==> src/rtl/channel_test_sequencer.sv <==
// channel_test_sequencer: steps the shared generator/analyzer through
// every channel (settle, generate, analysis window, grade) and builds a
// pass mask and fail count for the host.
// Ports:
//   CLK_100MHz, RESET_N (sync, active-low)
//   start, abort         host controls
//   test_cnt_1/0         P/N edge counts from the analyzer
//   ch_sel               mux channel select
//   enable_generate      generator enable
//   busy, done, aborted  run status
//   pass_mask, fail_count, last_skew  results
module channel_test_sequencer #(
  parameter int N_CH          = 16,
  parameter int CNT_W         = 12,
  parameter int SETTLE_CYCLES = 8,
  parameter int GEN_CYCLES    = 16,
  parameter int WIN_CYCLES    = 1004,
  parameter int MIN_EDGES     = 100,
  parameter int MAX_EDGES     = 4000,
  parameter int MAX_SKEW      = 2
) (
  input  logic             CLK_100MHz,
  input  logic             RESET_N,
  input  logic             start,
  input  logic             abort,
  input  logic [CNT_W-1:0] test_cnt_1,
  input  logic [CNT_W-1:0] test_cnt_0,
  output logic [3:0]       ch_sel,
  output logic             enable_generate,
  output logic             busy,
  output logic             done,
  output logic             aborted,
  output logic [N_CH-1:0]  pass_mask,
  output logic [4:0]       fail_count,
  output logic [CNT_W-1:0] last_skew
);

  typedef enum logic [2:0] {
    S_IDLE,
    S_SETTLE,
    S_GEN,
    S_ANALYZE,
    S_EVAL,
    S_DONE
  } state_t;

  localparam logic [15:0] SET_LD = 16'(SETTLE_CYCLES - 1);
  localparam logic [15:0] GEN_LD = 16'(GEN_CYCLES - 1);
  localparam logic [15:0] WIN_LD = 16'(WIN_CYCLES - 1);
  localparam logic [CNT_W-1:0] MIN_C  = CNT_W'(MIN_EDGES);
  localparam logic [CNT_W-1:0] MAX_C  = CNT_W'(MAX_EDGES);
  localparam logic [CNT_W-1:0] SKEW_C = CNT_W'(MAX_SKEW);
  localparam logic [3:0] LAST_CH = 4'(N_CH - 1);

  state_t           state_q, state_d;
  logic [15:0]      cnt_q, cnt_d;
  logic [3:0]       ch_q, ch_d;
  logic             en_q, en_d;
  logic             busy_q, busy_d;
  logic             done_q, done_d;
  logic             abt_q, abt_d;
  logic [N_CH-1:0]  mask_q, mask_d;
  logic [4:0]       fail_q, fail_d;
  logic [CNT_W-1:0] skew_q, skew_d;

  logic [CNT_W:0]   diff;
  logic [CNT_W-1:0] skew_w;
  logic             ok_w;

  // One extra bit keeps the sign, so |P-N| never wraps.
  always_comb begin
    diff   = {1'b0, test_cnt_1} - {1'b0, test_cnt_0};
    skew_w = diff[CNT_W] ? CNT_W'(-diff) : CNT_W'(diff);
    ok_w   = (test_cnt_1 >= MIN_C) && (test_cnt_1 <= MAX_C) &&
             (test_cnt_0 >= MIN_C) && (test_cnt_0 <= MAX_C) &&
             (skew_w <= SKEW_C);
  end

  always_comb begin
    state_d = state_q;
    cnt_d   = cnt_q;
    ch_d    = ch_q;
    mask_d  = mask_q;
    fail_d  = fail_q;
    skew_d  = skew_q;
    abt_d   = 1'b0;
    case (state_q)
      S_IDLE: begin
        if (start && !abort) begin
          state_d = S_SETTLE;
          cnt_d   = SET_LD;
          ch_d    = 4'd0;
          mask_d  = '0;
          fail_d  = 5'd0;
          skew_d  = '0;
        end
      end
      S_SETTLE: begin
        if (cnt_q == 16'd0) begin
          state_d = S_GEN;
          cnt_d   = GEN_LD;
        end else begin
          cnt_d = cnt_q - 16'd1;
        end
      end
      S_GEN: begin
        if (cnt_q == 16'd0) begin
          state_d = S_ANALYZE;
          cnt_d   = WIN_LD;
        end else begin
          cnt_d = cnt_q - 16'd1;
        end
      end
      S_ANALYZE: begin
        if (cnt_q == 16'd0) begin
          state_d = S_EVAL;
        end else begin
          cnt_d = cnt_q - 16'd1;
        end
      end
      S_EVAL: begin
        skew_d = skew_w;
        if (ok_w) begin
          mask_d = mask_q | (N_CH'(1) << ch_q);
        end else begin
          fail_d = fail_q + 5'd1;
        end
        if (ch_q == LAST_CH) begin
          state_d = S_DONE;
        end else begin
          state_d = S_SETTLE;
          cnt_d   = SET_LD;
          ch_d    = ch_q + 4'd1;
        end
      end
      S_DONE: state_d = S_IDLE;
      default: state_d = S_IDLE;
    endcase
    // Abort discards this cycle's grading; done already pulsed in DONE.
    if (abort && state_q != S_IDLE) begin
      state_d = S_IDLE;
      ch_d    = ch_q;
      mask_d  = mask_q;
      fail_d  = fail_q;
      skew_d  = skew_q;
      abt_d   = (state_q != S_DONE);
    end
    en_d   = (state_d == S_GEN);
    busy_d = (state_d != S_IDLE);
    done_d = (state_d == S_DONE);
  end

  always_ff @(posedge CLK_100MHz) begin
    if (!RESET_N) begin
      state_q <= S_IDLE;
      cnt_q   <= 16'd0;
      ch_q    <= 4'd0;
      en_q    <= 1'b0;
      busy_q  <= 1'b0;
      done_q  <= 1'b0;
      abt_q   <= 1'b0;
      mask_q  <= '0;
      fail_q  <= 5'd0;
      skew_q  <= '0;
    end else begin
      state_q <= state_d;
      cnt_q   <= cnt_d;
      ch_q    <= ch_d;
      en_q    <= en_d;
      busy_q  <= busy_d;
      done_q  <= done_d;
      abt_q   <= abt_d;
      mask_q  <= mask_d;
      fail_q  <= fail_d;
      skew_q  <= skew_d;
    end
  end

  assign ch_sel          = ch_q;
  assign enable_generate = en_q;
  assign busy            = busy_q;
  assign done            = done_q;
  assign aborted         = abt_q;
  assign pass_mask       = mask_q;
  assign fail_count      = fail_q;
  assign last_skew       = skew_q;

endmodule

==> config.mk <==
export PLATFORM = sky130hd
export DESIGN_NAME = channel_test_sequencer
export DESIGN_NICKNAME = d
export VERILOG_FILES = /design/src/rtl/channel_test_sequencer.sv
export SDC_FILE = /design/constraint.sdc
export NUM_CORES = 1
export LEC_CHECK = 0
export ABC_AREA = 1
export CORE_MARGIN = 2
export CORE_UTILIZATION = 56
export CTS_BUF_LIST = sky130_fd_sc_hd__clkbuf_8
export DETAILED_ROUTE_END_ITERATION = 12
export PLACE_DENSITY = 0.92
export SYNTH_ARGS = -nofsm -noshare
export SYNTH_HDL_FRONTEND = slang
export SYNTH_SLANG_ARGS = --single-unit
==> constraint.sdc <==
create_clock -name CLK_100MHz -period 4.99 [get_ports CLK_100MHz]
set_clock_uncertainty 0.2 [all_clocks]
set_input_delay 1.497 -clock CLK_100MHz [delete_from_list [all_inputs] [get_ports CLK_100MHz]]
set_output_delay 1.497 -clock CLK_100MHz [all_outputs]
set_load 0.03 [all_outputs]
## Word level (Yosys, flattened, before mapping)

Cells that the tools add are included.

- Add/subtract/negate cells: 5
- Magnitude comparators: 5
- Eq/ne operators: 13
- Shifts and indexed selects: 1
- Muxes and demuxes: 25
- Bitwise logic cells: 2
- Reductions and logical operators: 19

Operators with widths:

| cell | count |
|---|---|
| 2-to-1 mux 16 bit | 7 |
| one-hot mux 16 bit (5 select lines) | 1 |
| one-hot mux 16 bit (2 select lines) | 1 |
| greater-or-equal comparator 12 x 7 -> 1 bit, second input constant | 2 |
| <= comparator 12 bit, second input constant | 2 |
| 2-to-1 mux 12 bit | 2 |
| one-hot mux 12 bit (2 select lines) | 1 |
| 2-to-1 mux 3 bit | 6 |
| zero test 16 bit | 1 |
| bitwise OR 16 bit | 1 |
| AND reduction 4 bit | 4 |
| left shift 1 x 4 -> 16 bit, first input constant | 1 |
| subtractor 16 x 1 -> 16 bit, second input constant | 1 |
| one-hot mux 3 bit (5 select lines) | 1 |
| subtractor 12 x 12 -> 13 bit | 1 |
| <= comparator 12 x 2 -> 1 bit, second input constant | 1 |
| negator 12 bit | 1 |
| 2-to-1 mux 5 bit | 2 |
| inequality test 2 bit, second input constant | 5 |
| one-hot mux 5 bit (2 select lines) | 1 |
| == test 3 x 2 -> 1 bit, second input constant | 3 |
| 2-to-1 mux 4 bit | 2 |
| one-hot mux 4 bit (2 select lines) | 1 |
| == test 3 bit, second input constant | 2 |
| 14 further kinds | 20 |

- Register bits: 60
- Bits of input ports: 28
- Output and inout bits: 41
- Logic and storage cells: 80

## Logic depth before layout (Yosys ltp)

Gate-level depths: netlist of the first run.

- Word-level depth: 7
- Gate-level depth with buffers: 23
- Gate-level depth less buffers: 22

## Worst setup path after synthesis of the first run

No wires, ideal clock.

- Kind: input -> register
- Start point: input test_cnt_1[0]
- End point: register mask_q[10] (netlist: pass_mask[10])
- Arrival: 3.793 ns
- Required time: 4.720 ns
- Slack: 0.927 ns
- Cell stages on the path: 21
- Path buffers: 1
- Cells stage by stage: inv_1 -> ha_1 -> inv_1 -> fa_1 -> inv_1 -> ha_1 -> inv_1 -> nor2_1 -> nand2_2 -> nor2_2 -> nand2_1 -> nand3_1 -> nand2_2 -> nor2_4 -> nand3_2 -> nor2_4 -> nand2_4 -> nand2_4 -> buf_12 -> nand3_2 -> a21oi_2

- Longest elaborated chain between the ends: 7
- Elaborated cells between the ends (all ways): 12
- Classes of those cells: 2 x add/sub; 3 x order compare; 1 x eq/ne; 1 x mux; 5 x reduce/logical

Ends and longest elaborated chain:

| what | line | source |
|---|---|---|
| start: declaration | 26 | `input logic [CNT_W-1:0] test_cnt_1,` |
| subtractor 12 x 12 -> 13 bit (tied with other cells) | 72 | `diff = {1'b0, test_cnt_1} - {1'b0, test_cnt_0};` |
| negator 12 bit or logical AND 1 bit (tied branches) | 73, 74 |  |
| 2-to-1 mux 12 bit or logical AND 1 bit (tied branches) | 73, 74 |  |
| <= comparator 12 x 2 -> 1 bit or logical AND 1 bit (tied branches) | 76, 75 |  |
| logical AND 1 bit * | 75 | `(test_cnt_0 >= MIN_C) && (test_cnt_0 <= MAX_C) &&` |
| inequality test 2 bit (no source line) * | - |  |
| AND reduction 4 bit (no source line) * | - |  |
| end signal: assignment | 173 | `mask_q <= mask_d;` |
| end: declaration | 62 | `logic [N_CH-1:0] mask_q, mask_d;` |

Mark *: on every way between the ends. The rest lies on a longest branch, timed or not.
A chain may end at the register's enable or synchronous reset.

## Final worst setup path of the first run

- Start point: input test_cnt_1[0]
- End point: register mask_q[0] (netlist: pass_mask[0])

The elaborated chain is that of the path after synthesis.

==> flow_summary.ini, run 1 <==
[outcome]
status = finished clean

[cts]
cts_tree = built
insertion_delay_ns = 0.34
h-tree-depth = 3
cts_buffer_depth = 2
ctsHoldBuffers = 0
root_buffer = clkbuf_8
cts_setup_buffers = 0
clk_pin_slew_ns = 0.07
cts_resized = 0
cts_made_buffers = 9
cts.sinks = 60

[setup_path]
cp_max_fo = 16
reg2reg_slack_ns = 2.18
r2r-start = state_q[0]$_SDFF_PN0_
crit_chain = clkdlybuf4s50_1 > inv_1 > ha_1 > inv_1 > fa_1 > inv_1 > ha_1 > inv_1 > nor2_1 > nand2_2 > nor2_2 > nand4_1 > nand2_1 > nand2_1 > nand2_1 > nand2_1 > nor2_4 > nand2_4 > nand2_4 > nand3_1 > a21oi_1
cp_data_required_time_ns = 5.04
startpoint = test_cnt_1[0]
path_buf_inv = 5
r2r_cells = 12
path_delay_family = simple AND/OR/NAND/NOR gates
endpoint_kind = flip-flop
cp-start-kind = input port
cp_slowest_stage_delay_ns = 0.47
crit_end = pass_mask[0]$_SDFFE_PN0P_
reg2reg_to = pass_mask[0]$_SDFFE_PN0P_
path_depth = 21
cp_slowest_cell = clkdlybuf4s50_1
crit_type = input port to flip-flop
cp_data_arrival_time_ns = 4.69

[final_layout]
diodes = 0
areaGrowthSynthToFinish_pct = 20.69
drive_above_1_share = 0.1215
nNetsFinal = 788
final_area_sq_um = 5379

[synth]
syn-num-nets = 722
yosysMostFrequentCell = nand2_1
yosysUniqueCellTypes = 43
syn_inst = 671
yosysTopAreaCellShare = 0.2695
synth_top_flop_cell = dfxtp_1
syn_avg_cell_area_sq_um = 6.642
synth_seq_cells = 60
yosys.area.top_type = dfxtp_1
synthTopCellsByArea = dfxtp_1 (27%), nand2_1 (14%), inv_1 (8.3%), ha_1 (6.2%), nor2_1 (6.1%)
synth_area_sq_um = 4457
async_flop_share = 0
synth_common_cells = nand2_1 (162), inv_1 (99), nor2_1 (73), dfxtp_1 (60), nand3_1 (51)
ys_warn_count = 0
synth_edf_count = 0
ys_seq_area_frac = 0.2695

[sta]
setup_tns_ns = 0
finalSetupViolations = 0
fmax_mhz = 215.4
post-route-period-util = 0.9302
max_slew.worst_pin.slew_ns = 1.043
fin_crit_ns = 4.642
whs_ns = 0.2550
rsz0062_at_grt = no
drv_slew = 0
hold_viol = 0
slew_headroom = 0.3038

[die]
fp.dieW_microns = 93.21
die_area_sq_um = 8688
rows = 32
die_h_microns = 93.21
start_util = 0.5767
core_sq_um = 7727
io-pin-count = 69

[global_route]
track_usage = 0.2529
antenna_found_initial = 0
overflow = 0
grt_pass1_vias = 4321
grt_start_max_net_pins = 34
grt_pass1_wl_microns = 18130

[drt]
vias_per_cell = 5.306
drt-pass1-iter-count = 5
wirelength_microns = 10560
drc = 0
drtIter0Drc = 265
avgRoutedWirePerCell_microns = 12.53
ant_nets = 0
routed-via-count = 4473

[place]
place.port_buffers = 68
globalplace.congestion = 0.8960
dpl.hpwl_microns = 8192
place_area_sq_um = 5164

[hold_path]
holdCritPathClass = flip-flop to flip-flop

[pwr]
power.density_nw_per_um2 = 349.9
leakagePower_nw = 2.378
peakVddDrop_mv = 0.1956

[flow_run]
max-cap-violations = 0
[power breakdown]
group          internal (mW)  leakage (nW)  total [mW]  switching, mW
Combinational          0.281          1.78       0.834          0.553
Clock                  0.290         0.114       0.485          0.195
Sequential             0.523         0.485       0.563         0.0403
Total                   1.09          2.38        1.88          0.788
[cell families after synthesis]
| group | after synthesis | share of synthesized area |
|---|---|---|
| XOR/XNOR | 16 | 0.03566 |
| buffers and inverters | 120 | 0.1145 |
| AND/OR/NAND/NOR | 375 | 0.4082 |
| flip-flops | 60 | 0.2695 |
| AO/OA/AOI/OAI | 77 | 0.1058 |
| adder cells (fa/ha/maj) | 23 | 0.06625 |
[metal layers]
layer,up-vias,part of all wire,GRT usage,routed length [microns]
li1,2267,-,-,-
met5,-,0,0,0
met1,2013,0.43,0.2950,4528
met4,0,0.025,0.1005,262
met3,32,0.045,0.04110,478
met2,161,0.50,0.4601,5292
[cell type report]
| cell class | count | area (sq um) |
|---|---|---|
| multi-input cells | 491 | 2745 |
| fillers | 617 | 2349 |
| flip-flops and latches | 60 | 1201 |
| repair buffers | 70 | 695.7 |
| inverters | 105 | 394.1 |
| clock buffers | 10 | 137.6 |
| well taps | 102 | 127.6 |
| clock inverters | 5 | 77.57 |
[flip-flops by register name, indices dropped and copies added, names as in the netlist]
register         count
cnt_q               16
pass_mask           16
last_skew           12
fail_count           5
ch_sel               4
state_q              3
aborted              1
busy                 1
done                 1
enable_generate      1
[worst reg2reg max path: cells and delay by family (launching register included)]
family	cells	cell delay [ns]
AO/OA/AOI/OAI	1	0.32
flip-flops	1	0.45
AND/OR/NAND/NOR	6	1.03
buffers and inverters	5	0.72
[layout by cell type (no fill, tap or decap), types with 11 or more instances in the layout]
| master | n |
|---|---|
| clkdlybuf4s50_1 | 68 |
| inv_1 | 100 |
| nand3_2 | 17 |
| nand2_2 | 19 |
| nor3_1 | 13 |
| dfxtp_1 | 60 |
| a21oi_1 | 38 |
| a21oi_2 | 11 |
| ha_1 | 22 |
| nor2_1 | 73 |
| nand3_1 | 51 |
| o21ai_0 | 11 |
| nand2_1 | 162 |
[worst min-delay path by stage]
stage,startpoint,end,slack (ns),cells after the start
2_1_floorplan,cnt_q[0]$_SDFFE_PN0P_,cnt_q[0]$_SDFFE_PN0P_,0.22,1
3_3_place_gp,pass_mask[1]$_SDFFE_PN0P_,pass_mask[1]$_SDFFE_PN0P_,0.24,2
3_5_place_dp,pass_mask[5]$_SDFFE_PN0P_,pass_mask[5]$_SDFFE_PN0P_,0.24,2
4_1_cts,pass_mask[5]$_SDFFE_PN0P_,pass_mask[5]$_SDFFE_PN0P_,0.26,2
5_1_grt,pass_mask[1]$_SDFFE_PN0P_,pass_mask[1]$_SDFFE_PN0P_,0.28,2
6_report,pass_mask[5]$_SDFFE_PN0P_,pass_mask[5]$_SDFFE_PN0P_,0.25,2
[through the flow]
stage	power, mW	instances	util	setup slack, ns
after CTS	1.877	843	0.6961	0.3404
after global routing	2.018	843	0.6961	0.03184
after floorplan	1.221	671	-	0.9274
after detailed placement	1.388	828	0.6682	0.003101
after global placement	1.354	828	0.6682	0.2492
final	1.882	843	0.6961	0.3481
(Power assumes the default switching activity.)
==> run 2, diff against run 1 <==
- CAP_MARGIN: unset -> 5
==> results of run 2 <==
Same layout as run 1: the final DEF is identical, and so are final timing and power.
